==> src/rtl/fetch_unit_pkg.sv <==
// fetch_unit_pkg: FSM encoding, instruction field positions and PC step
// shared by the fetch unit and its consumers.
package fetch_unit_pkg;
    typedef enum logic {FETCH = 1'b0, DRAIN = 1'b1} state_t;
    localparam logic [31:0] PC_INC = 32'd4;
    localparam int OPC_HI  = 31;
    localparam int OPC_LO  = 27;
    localparam int FUNC_HI = 26;
    localparam int FUNC_LO = 23;
    localparam int RS1_HI  = 22;
    localparam int RS1_LO  = 19;
    localparam int RS2_HI  = 18;
    localparam int RS2_LO  = 15;
    localparam int RD_HI   = 14;
    localparam int RD_LO   = 11;
    function automatic logic [31:0] align_pc(input logic [31:0] pc);
        return {pc[31:2], 2'b00};
    endfunction
endpackage

==> src/rtl/fetch_unit_if.sv <==
// fetch_unit_if: instruction-memory bus, redirect and decode-side handshake.
interface fetch_unit_if;
    logic        imem_req;
    logic [31:0] imem_addr;
    logic        imem_ready;
    logic        imem_valid;
    logic [31:0] imem_rdata;
    logic        redirect;
    logic [31:0] redirect_pc;
    logic        instr_valid;
    logic [31:0] instr;
    logic [31:0] instr_pc;
    logic        instr_ready;
    modport master (
        output imem_req, imem_addr, instr_valid, instr, instr_pc,
        input  imem_ready, imem_valid, imem_rdata, redirect, redirect_pc, instr_ready
    );
    modport slave (
        input  imem_req, imem_addr, instr_valid, instr, instr_pc,
        output imem_ready, imem_valid, imem_rdata, redirect, redirect_pc, instr_ready
    );
endinterface

==> src/rtl/fetch_fifo.sv <==
// fetch_fifo: power-of-two circular FIFO with flush; push and pop may
// coincide even when full since the head is read from registered storage.
module fetch_fifo #(
    parameter int W = 32,
    parameter int D = 4
) (
    input  logic                 i_clk,
    input  logic                 i_rst_n,
    input  logic                 i_flush,
    input  logic                 i_push,
    input  logic                 i_pop,
    input  logic [W-1:0]         i_din,
    output logic [W-1:0]         o_dout,
    output logic [$clog2(D):0]   o_count
);
    localparam int AW = $clog2(D);
    localparam int CW = AW + 1;
    logic [W-1:0]  r_mem [D];
    logic [AW-1:0] r_wp, r_rp;
    logic [CW-1:0] r_cnt;
    always_ff @(posedge i_clk or negedge i_rst_n)
        if (!i_rst_n) begin
            r_mem <= '{default: '0};
            r_wp  <= '0;
            r_rp  <= '0;
            r_cnt <= '0;
        end else if (i_flush) begin
            r_wp  <= '0;
            r_rp  <= '0;
            r_cnt <= '0;
        end else begin
            if (i_push) begin
                r_mem[r_wp] <= i_din;
                r_wp        <= r_wp + AW'(1);
            end
            if (i_pop) r_rp <= r_rp + AW'(1);
            r_cnt <= r_cnt + CW'(i_push) - CW'(i_pop);
        end
    assign o_dout  = r_mem[r_rp];
    assign o_count = r_cnt;
    a_no_underflow: assert property (@(posedge i_clk) disable iff (!i_rst_n) !(i_pop && r_cnt == '0));
    a_no_overflow:  assert property (@(posedge i_clk) disable iff (!i_rst_n) !(i_push && !i_pop && r_cnt == CW'(D)));
endmodule

==> src/rtl/fetch_unit.sv <==
// fetch_unit: credit-limited instruction fetcher with in-order response
// matching, an instruction buffer and redirect/drain handling.
module fetch_unit import fetch_unit_pkg::*; #(
    parameter logic [31:0] RESET_PC = 32'h0000_0000,
    parameter int          DEPTH    = 4
) (
    input logic         i_clk,
    input logic         i_rst_n,
    fetch_unit_if.master bus
);
    localparam int CW = $clog2(DEPTH) + 1;
    localparam int SW = CW + 1;
    state_t        r_state, w_state_nx;
    logic [31:0]   r_pc, w_pc_nx;
    logic [CW-1:0] r_out, w_out_nx;
    logic          r_go;
    logic          w_acc, w_resp, w_pop;
    logic [31:0]   w_pend_addr;
    logic [63:0]   w_head;
    logic [CW-1:0] w_cnt, w_pend_cnt;
    // Credit: buffered plus in-flight must leave room for every response.
    assign bus.imem_req  = r_go && r_state == FETCH && (SW'(w_cnt) + SW'(r_out) < SW'(DEPTH));
    assign bus.imem_addr = r_pc;
    assign w_acc         = bus.imem_req && bus.imem_ready;
    assign w_resp        = bus.imem_valid && r_state == FETCH;
    assign bus.instr_valid = w_cnt != '0;
    assign bus.instr       = w_head[63:32];
    assign bus.instr_pc    = w_head[31:0];
    assign w_pop           = bus.instr_valid && bus.instr_ready;
    fetch_fifo #(.W(32), .D(DEPTH)) u_pend (
        .i_clk, .i_rst_n, .i_flush(bus.redirect), .i_push(w_acc), .i_pop(w_resp),
        .i_din(r_pc), .o_dout(w_pend_addr), .o_count(w_pend_cnt)
    );
    fetch_fifo #(.W(64), .D(DEPTH)) u_buf (
        .i_clk, .i_rst_n, .i_flush(bus.redirect), .i_push(w_resp), .i_pop(w_pop),
        .i_din({bus.imem_rdata, w_pend_addr}), .o_dout(w_head), .o_count(w_cnt)
    );
    // A request accepted in the redirect cycle still counts, so it forces DRAIN.
    always_comb begin
        w_out_nx   = r_out + CW'(w_acc) - CW'(bus.imem_valid);
        w_pc_nx    = bus.redirect ? align_pc(bus.redirect_pc) : (w_acc ? r_pc + PC_INC : r_pc);
        w_state_nx = (r_state == FETCH) ? ((bus.redirect && w_out_nx != '0) ? DRAIN : FETCH)
                                        : ((w_out_nx == '0) ? FETCH : DRAIN);
    end
    always_ff @(posedge i_clk or negedge i_rst_n)
        if (!i_rst_n) begin
            r_state <= FETCH;
            r_pc    <= RESET_PC;
            r_out   <= '0;
            r_go    <= 1'b0;
        end else begin
            r_state <= w_state_nx;
            r_pc    <= w_pc_nx;
            r_out   <= w_out_nx;
            r_go    <= 1'b1;
        end
    a_resp_expected: assert property (@(posedge i_clk) disable iff (!i_rst_n) bus.imem_valid |-> r_out != '0);
    a_out_bound:     assert property (@(posedge i_clk) disable iff (!i_rst_n) SW'(r_out) <= SW'(DEPTH));
    a_pend_tracks:   assert property (@(posedge i_clk) disable iff (!i_rst_n) r_state == FETCH |-> w_pend_cnt == r_out);
endmodule

==> src/flat_wrapper.sv <==
// flat-port wrapper written by rule: the top's interface ports become plain ports
module fetch_unit_flat import fetch_unit_pkg::*;
#(
    parameter logic [31:0] RESET_PC = 32'h0000_0000,
    parameter int          DEPTH    = 4
)
  (i_clk, i_rst_n, bus_imem_req, bus_imem_addr, bus_instr_valid, bus_instr, bus_instr_pc, bus_imem_ready, bus_imem_valid, bus_imem_rdata, bus_redirect, bus_redirect_pc, bus_instr_ready);
  fetch_unit_if bus_i ();
  input logic i_clk;
  input logic i_rst_n;
  output wire logic [$bits(bus_i.imem_req)-1:0] bus_imem_req;
  output wire logic [$bits(bus_i.imem_addr)-1:0] bus_imem_addr;
  output wire logic [$bits(bus_i.instr_valid)-1:0] bus_instr_valid;
  output wire logic [$bits(bus_i.instr)-1:0] bus_instr;
  output wire logic [$bits(bus_i.instr_pc)-1:0] bus_instr_pc;
  input wire logic [$bits(bus_i.imem_ready)-1:0] bus_imem_ready;
  input wire logic [$bits(bus_i.imem_valid)-1:0] bus_imem_valid;
  input wire logic [$bits(bus_i.imem_rdata)-1:0] bus_imem_rdata;
  input wire logic [$bits(bus_i.redirect)-1:0] bus_redirect;
  input wire logic [$bits(bus_i.redirect_pc)-1:0] bus_redirect_pc;
  input wire logic [$bits(bus_i.instr_ready)-1:0] bus_instr_ready;
  assign bus_imem_req = bus_i.imem_req;
  assign bus_imem_addr = bus_i.imem_addr;
  assign bus_instr_valid = bus_i.instr_valid;
  assign bus_instr = bus_i.instr;
  assign bus_instr_pc = bus_i.instr_pc;
  assign bus_i.imem_ready = bus_imem_ready;
  assign bus_i.imem_valid = bus_imem_valid;
  assign bus_i.imem_rdata = bus_imem_rdata;
  assign bus_i.redirect = bus_redirect;
  assign bus_i.redirect_pc = bus_redirect_pc;
  assign bus_i.instr_ready = bus_instr_ready;
  fetch_unit #(.RESET_PC(RESET_PC), .DEPTH(DEPTH)) u_core (.i_clk(i_clk), .i_rst_n(i_rst_n), .bus(bus_i));
endmodule
==> config.mk <==
export PLATFORM = sky130hd
export DESIGN_NAME = fetch_unit_flat
export DESIGN_NICKNAME = d
export VERILOG_FILES = /design/src/rtl/fetch_unit_pkg.sv /design/src/rtl/fetch_unit_if.sv /design/src/rtl/fetch_fifo.sv /design/src/rtl/fetch_unit.sv /design/src/flat_wrapper.sv
export SDC_FILE = /design/constraint.sdc
export NUM_CORES = 1
export LEC_CHECK = 0
export ABC_AREA = 1
export BUFFER_PORTS_ARGS = -buffer_cell sky130_fd_sc_hd__buf_2
export CAP_MARGIN = 20
export CORE_MARGIN = 8
export CORE_UTILIZATION = 50
export DETAILED_ROUTE_END_ITERATION = 16
export PLACE_DENSITY_LB_ADDON = 0.05
export SLEW_MARGIN = 20
export SYNTH_ARGS = -nofsm -noshare
export SYNTH_HDL_FRONTEND = slang
export SYNTH_SLANG_ARGS = --single-unit
==> constraint.sdc <==
create_clock -name i_clk -period 3.7 [get_ports i_clk]
set_input_delay 0.185 -clock i_clk [delete_from_list [all_inputs] [get_ports i_clk]]
set_output_delay 0.185 -clock i_clk [all_outputs]
set_load 0.02 [all_outputs]
Word level (Yosys, flattened, before mapping)
Index checks and enable logic that the tools add are counted. W data, S select, Z words.

Register bits: 432. Output and inout bits: 98. Logic and storage cells: 82.

Add/subtract/negate cells: 10. $lt $le $gt $ge: 7. Mux-type cells: 26. Bitwise operators: 6. Reductions and logical operators: 16.

Operators with widths (count): $bwmux W256 (1); $mux W64 (3); $mux W32 (5); $bmux W64 S2 (1); $bwmux W128 (1); $demux W64 S2 (1); $bmux W32 S2 (1); $demux W32 S2 (1); $add A32 B3 Y32 const B (1); $mux W2 (8); $ge A3 B3 Y1 const B (4); $not A2 Y3 (4); $add A2 B1 Y2 const B (4); $logic_and A1 B1 Y1 (8); $add A3 B1 Y3 (2); $lt A3 B1 Y1 const B (2); $reduce_bool A2 Y1 (3); $reduce_bool A3 Y1 (2); $sub A3 B1 Y3 (2); $add A3 B3 Y4 (1); $lt A4 B3 Y1 const B (1); $reduce_and A2 Y1 (2); $logic_not A3 Y1 (1); $mux W1 (3); other kinds (2) (3).

Longest topological paths before layout
Word-level depth: 10. Gate-level depth with buffers: 15. Gate-level depth less buffers: 13.

Hierarchy
Synthesis repeated with hierarchy kept, for this count alone.

Cells, all modules: 2564. Area, all modules: 20963.9 um2.

Modules (own cells, without submodules): fetch_fifo at u_core.u_buf (times used 1, cells each 1428, area an instance 11944.0 um2, seq. area each 6581.3 um2); fetch_fifo at u_core.u_pend (times used 1, cells each 735, area an instance 6452.4 um2, seq. area each 3378.2 um2); fetch_unit (times used 1, cells each 401, area an instance 2567.5 um2, seq. area each 875.8 um2).

Worst setup path after synthesis
No wires, ideal clock.

Path type: flip-flop to flip-flop. Start point: register u_core.u_buf.r_cnt[1] (netlist: u_core.u_buf.o_count[1]). End point: register u_core.r_state. Arrival: 2.598 ns. Data required time: 3.581 ns. Setup slack: 0.983 ns. Stages on the path, launching flop included: 16. Period minus slack after synthesis: 2.717 ns. Path through: dfrtp_1 > ha_1 > nand3_1 > nand2_1 > nor2_4 > nand2_2 > buf_4 > buf_2 > inv_1 > ha_1 > inv_1 > fa_1 > inv_1 > or2_2 > o22ai_1 > inv_1.

Longest elaborated chain between the ends: 10.

RTL lines: from (decl) (RTL line fetch_fifo.sv:20) `logic [CW-1:0] r_cnt;`; from (signal assigned) (RTL line fetch_fifo.sv:37) `r_cnt <= r_cnt + CW'(i_push) - CW'(i_pop);`; $add A3 B3 Y4 * (RTL line fetch_unit.sv:22) `assign bus.imem_req = r_go && r_state == FETCH && (SW'(w_cnt) + SW'(r_out) < SW'(DEPTH));`; $lt A4 B3 Y1 * (RTL line fetch_unit.sv:22); $logic_and A1 B1 Y1 * (RTL line fetch_unit.sv:22); via bus_imem_req (RTL line flat_wrapper.sv:11) `output wire logic [$bits(bus_i.imem_req)-1:0] bus_imem_req;`; $logic_and A1 B1 Y1 * (RTL line fetch_unit.sv:24) `assign w_acc = bus.imem_req && bus.imem_ready;`; $add A3 B1 Y3 * (RTL line fetch_unit.sv:40) `w_out_nx = r_out + CW'(w_acc) - CW'(bus.imem_valid);`; $sub A3 B1 Y3 * (RTL line fetch_unit.sv:40); via u_core.w_out_nx[1] (RTL line fetch_unit.sv:15) `logic [CW-1:0] r_out, w_out_nx;`; $reduce_bool A3 Y1 (RTL line fetch_unit.sv:42) `w_state_nx = (r_state == FETCH) ? ((bus.redirect && w_out_nx != '0) ? DRAIN : FETCH)`; $logic_and A1 B1 Y1 (RTL line fetch_unit.sv:42); $mux W1 (RTL line fetch_unit.sv:42); $mux W1 * (RTL line fetch_unit.sv:42); via u_core.w_state_nx (RTL line fetch_unit.sv:13) `state_t r_state, w_state_nx;`; to (signal assigned) (RTL line fetch_unit.sv:52) `r_state <= w_state_nx;`; to (decl) (RTL line fetch_unit.sv:13).

The timed path passes the listed nets; every way through them passes the cells marked *. A chain may end at the register's enable or synchronous reset.

Final worst setup path
Start point: register u_core.u_buf.r_rp[1]. End point: output bus_instr_pc[24].

Longest elaborated chain between the ends: 4.

RTL lines: from (decl) (RTL line fetch_fifo.sv:19) `logic [AW-1:0] r_wp, r_rp;`; from (signal assigned) (RTL line fetch_fifo.sv:36) `if (i_pop) r_rp <= r_rp + AW'(1);`; $not A2 Y3 (implied by the code) (RTL line fetch_fifo.sv:39) `assign o_dout = r_mem[r_rp];`; $bmux W64 S2 (RTL line fetch_fifo.sv:39); $mux W64 (implied by the code) (2 in a row) (RTL line fetch_fifo.sv:39); to (decl) (RTL line flat_wrapper.sv:15) `output wire logic [$bits(bus_i.instr_pc)-1:0] bus_instr_pc;`.

No other way between the ends. The select of a mux whose other input is x is not followed.

==> results.sh <==
export IMPL_outcome="finished clean"
export IMPL_tns_ps=0
export IMPL_relSlewSlack_pct=33.9
export IMPL_vias_per_cell=5.32
export IMPL_multi_input_area_um2=7720
export IMPL_synth_distinct_cells=33
export IMPL_cp_max_fo=33
export IMPL_start_util_pct=50.2
export IMPL_port_buffers=161
export IMPL_finalHoldViolations=0
export IMPL_arrival_ps=2590
export IMPL_power_per_cell_area_nw_per_um2=666
export IMPL_grt_pass1_wl_um=85300
export IMPL_wl_per_cell_um=17.0
export IMPL_drive_gt1_share_pct=11.5
export IMPL_period_needed_ps=2770
export IMPL_die_w_um=212
export IMPL_ys_ff_latch=414
export IMPL_dp_hpwl_um=31400
export IMPL_fin_ws_ps=926
export IMPL_grt_max_degree=126
export IMPL_placement_rows=72
export IMPL_final_max_slew_violation_count=0
export IMPL_peakVddDrop_mv=0.290
export IMPL_die_h_um=212
export IMPL_final_common_cell="nand2_1"
export IMPL_diodes=0
export IMPL_hold_path_class="in -> reg"
export IMPL_ctsResizeCount=0
export IMPL_cts_tree="built"
export IMPL_tightest_slew_ps=986
export IMPL_cts_clk_slew_worst_paths_ps=50
export IMPL_synthToLayoutAreaGrowth_pct=15.0
export IMPL_core_um2=38400
export IMPL_cts_made_buffers=45
export IMPL_critPathKind="reg -> out"
export IMPL_fin_skew_ps=15.1
export IMPL_synth_area_um2=19300
export IMPL_final_setup_viol_count=0
export IMPL_seq_area_frac_synth_pct=53.8
export IMPL_vias=16228
export IMPL_rsz0062_at_grt="no"
export IMPL_antenna_found_initial=0
export IMPL_layout_common_cells="nand2_1 (821), dfrtp_1 (411), o21ai_0 (292)"
export IMPL_syn_avg_cell_area_um2=8.21
export IMPL_hold_depth=2
export IMPL_seqCellArea_um2=10400
export IMPL_netlist_instances=2347
export IMPL_clk_latency_ps=560
export IMPL_cts_hold_buf=63
export IMPL_slowest_delay_ps=810
export IMPL_crit_chain="buf_4 > o21ai_0 > o22ai_1 > buf_2"
export IMPL_dieArea_um2=45100
export IMPL_required_ps=3510
export IMPL_drt_pass1_iter_count=5
export IMPL_cp_end_kind="output pin"
export IMPL_grt_pass1_vias=16113
export IMPL_cp_slowest_cell="dfrtp_2"
export IMPL_drt_iter0_drc=1358
export IMPL_htree_num_levels=2
export IMPL_grt_overflow_total=0
export IMPL_drtAntennaViolNets=0
export IMPL_drc=0
export IMPL_fin_nets=2584
export IMPL_maxCapViolCount=0
export IMPL_cp_start_kind="flip-flop"
export IMPL_gp_congestion=0.840
export IMPL_postCtsSetupBuffers=0
export IMPL_ys_warn_count=0
export IMPL_fill_cells=3526
export IMPL_power_leakage_nw=11.2
export IMPL_clock_path_buffers=3
export IMPL_ios=168
export IMPL_fmax_mhz=360
export IMPL_place_ws_ps=1010
export IMPL_wl_um=51800
export IMPL_clock_sinks=414
export IMPL_root_buffer="clkbuf_16"
export IMPL_reg2reg_depth=13
export IMPL_min_period_over_period_pct=75.0
export IMPL_track_usage_pct=23.4
[state kept, by name, indices dropped and copies added, names as in the netlist]
signal	count
u_core.bus.imem_addr	30
u_core.u_pend.r_rp	2
u_core.u_pend.r_mem	120
u_core.u_buf.r_rp	2
u_core.u_pend.r_wp	2
u_core.u_buf.r_mem	248
u_core.u_buf.o_count	3
u_core.u_buf.r_wp	2
u_core.r_state	1
u_core.r_go	1
u_core.r_out	3
[cell families after synthesis]
family / count (synthesis) / share of synthesized area [%]
buf+inv: 236 / 6.33
xor+xnor: 15 / 0.682
flops: 414 / 53.8
simple gates: 1127 / 22.7
other cells: 2 / 0.0390
fa+ha+maj: 17 / 1.18
compound gates: 536 / 15.3
[final cells by class]
cell class / count / share of cell area (%)
multi-input cells: 1700 / 34.8
clock buffers: 68 / 5.83
well taps: 518 / 2.92
repair buffers: 251 / 7.84
flip-flops and latches: 414 / 46.8
inverters: 85 / 1.45
clock inverters: 14 / 0.361
[path summary, 6_finish.rpt]
check,end,startpoint,slack (ps)
min in group asynchronous,u_core.u_buf.r_mem[251]$_DFFE_PN0P_,i_rst_n,270
setup / recovery,bus_instr_pc[24],u_core.u_buf.r_rp[1]$_DFFE_PN0P_,930
hold reg to reg,u_core.u_buf.r_mem[184]$_DFFE_PN0P_,u_core.u_buf.r_mem[184]$_DFFE_PN0P_,470
hold / removal,u_core.u_buf.o_count[2]$_DFF_PN0_,bus_redirect,50
max in group asynchronous,u_core.u_buf.r_mem[216]$_DFFE_PN0P_,i_rst_n,2440
setup reg to reg,u_core.r_state$_DFF_PN0_,u_core.u_buf.o_count[2]$_DFF_PN0_,1010
[cells in the mapped netlist (all sizes together)]
master,number,area share (%)
a21oi,1,0.026
fa,2,0.21
or2,2,0.065
inv,82,1.6
conb,2,0.039
nor2,250,5.0
nor3,2,0.052
xnor2,1,0.045
o22ai,63,2.0
o21ai,434,12
dfrtp,414,54
xor2,14,0.64
a22o,1,0.045
nand3,42,1.1
nand3b,1,0.10
clkbuf,54,1.1
buf,97,3.6
nand2,830,16
ha,15,0.97
clkinv,3,0.058
o211ai,7,0.27
o22a,30,1.4
[worst max-delay path, delay by kind of cell (launching register included)]
kind,cells,cell delay [ps]
AO/OA/AOI/OAI,2,450
buffers and inverters,2,730
flip-flops,1,810
[per-stage QoR]
| stage | area, um^2 | hold WS, ps | utilization [%] | total power (W) | std cells |
|---|---|---|---|---|---|
| after floorplan | 19300 | -111 | - | 0.00900 | 2350 |
| after global placement | 20200 | 340 | 52.5 | 0.0105 | 2905 |
| after detailed placement | 20200 | 345 | 52.5 | 0.0106 | 2905 |
| after CTS | 22200 | 25.7 | 57.7 | 0.0149 | 3050 |
| after global routing | 22200 | 60.4 | 57.7 | 0.0157 | 3050 |
| final | 22200 | 49.7 | 57.7 | 0.0148 | 3050 |
[power breakdown]
part / internal, W / leakage, nW / switching [W]
Sequential: 0.00542 / 5.59 / 0.000538
Clock: 0.00241 / 0.682 / 0.00179
Combinational: 0.00157 / 4.90 / 0.00303
[per-layer routing]
| metal | part of all wire, % | wire length, um | track usage (%) |
|---|---|---|---|
| met4 | 2.5 | 1280 | 7.81 |
| met5 | 0 | 0 | 0 |
| met3 | 6.1 | 3140 | 3.52 |
| met2 | 45 | 23300 | 36.8 |
| met1 | 47 | 24200 | 32.8 |
Power figures use the tool's default switching activity.
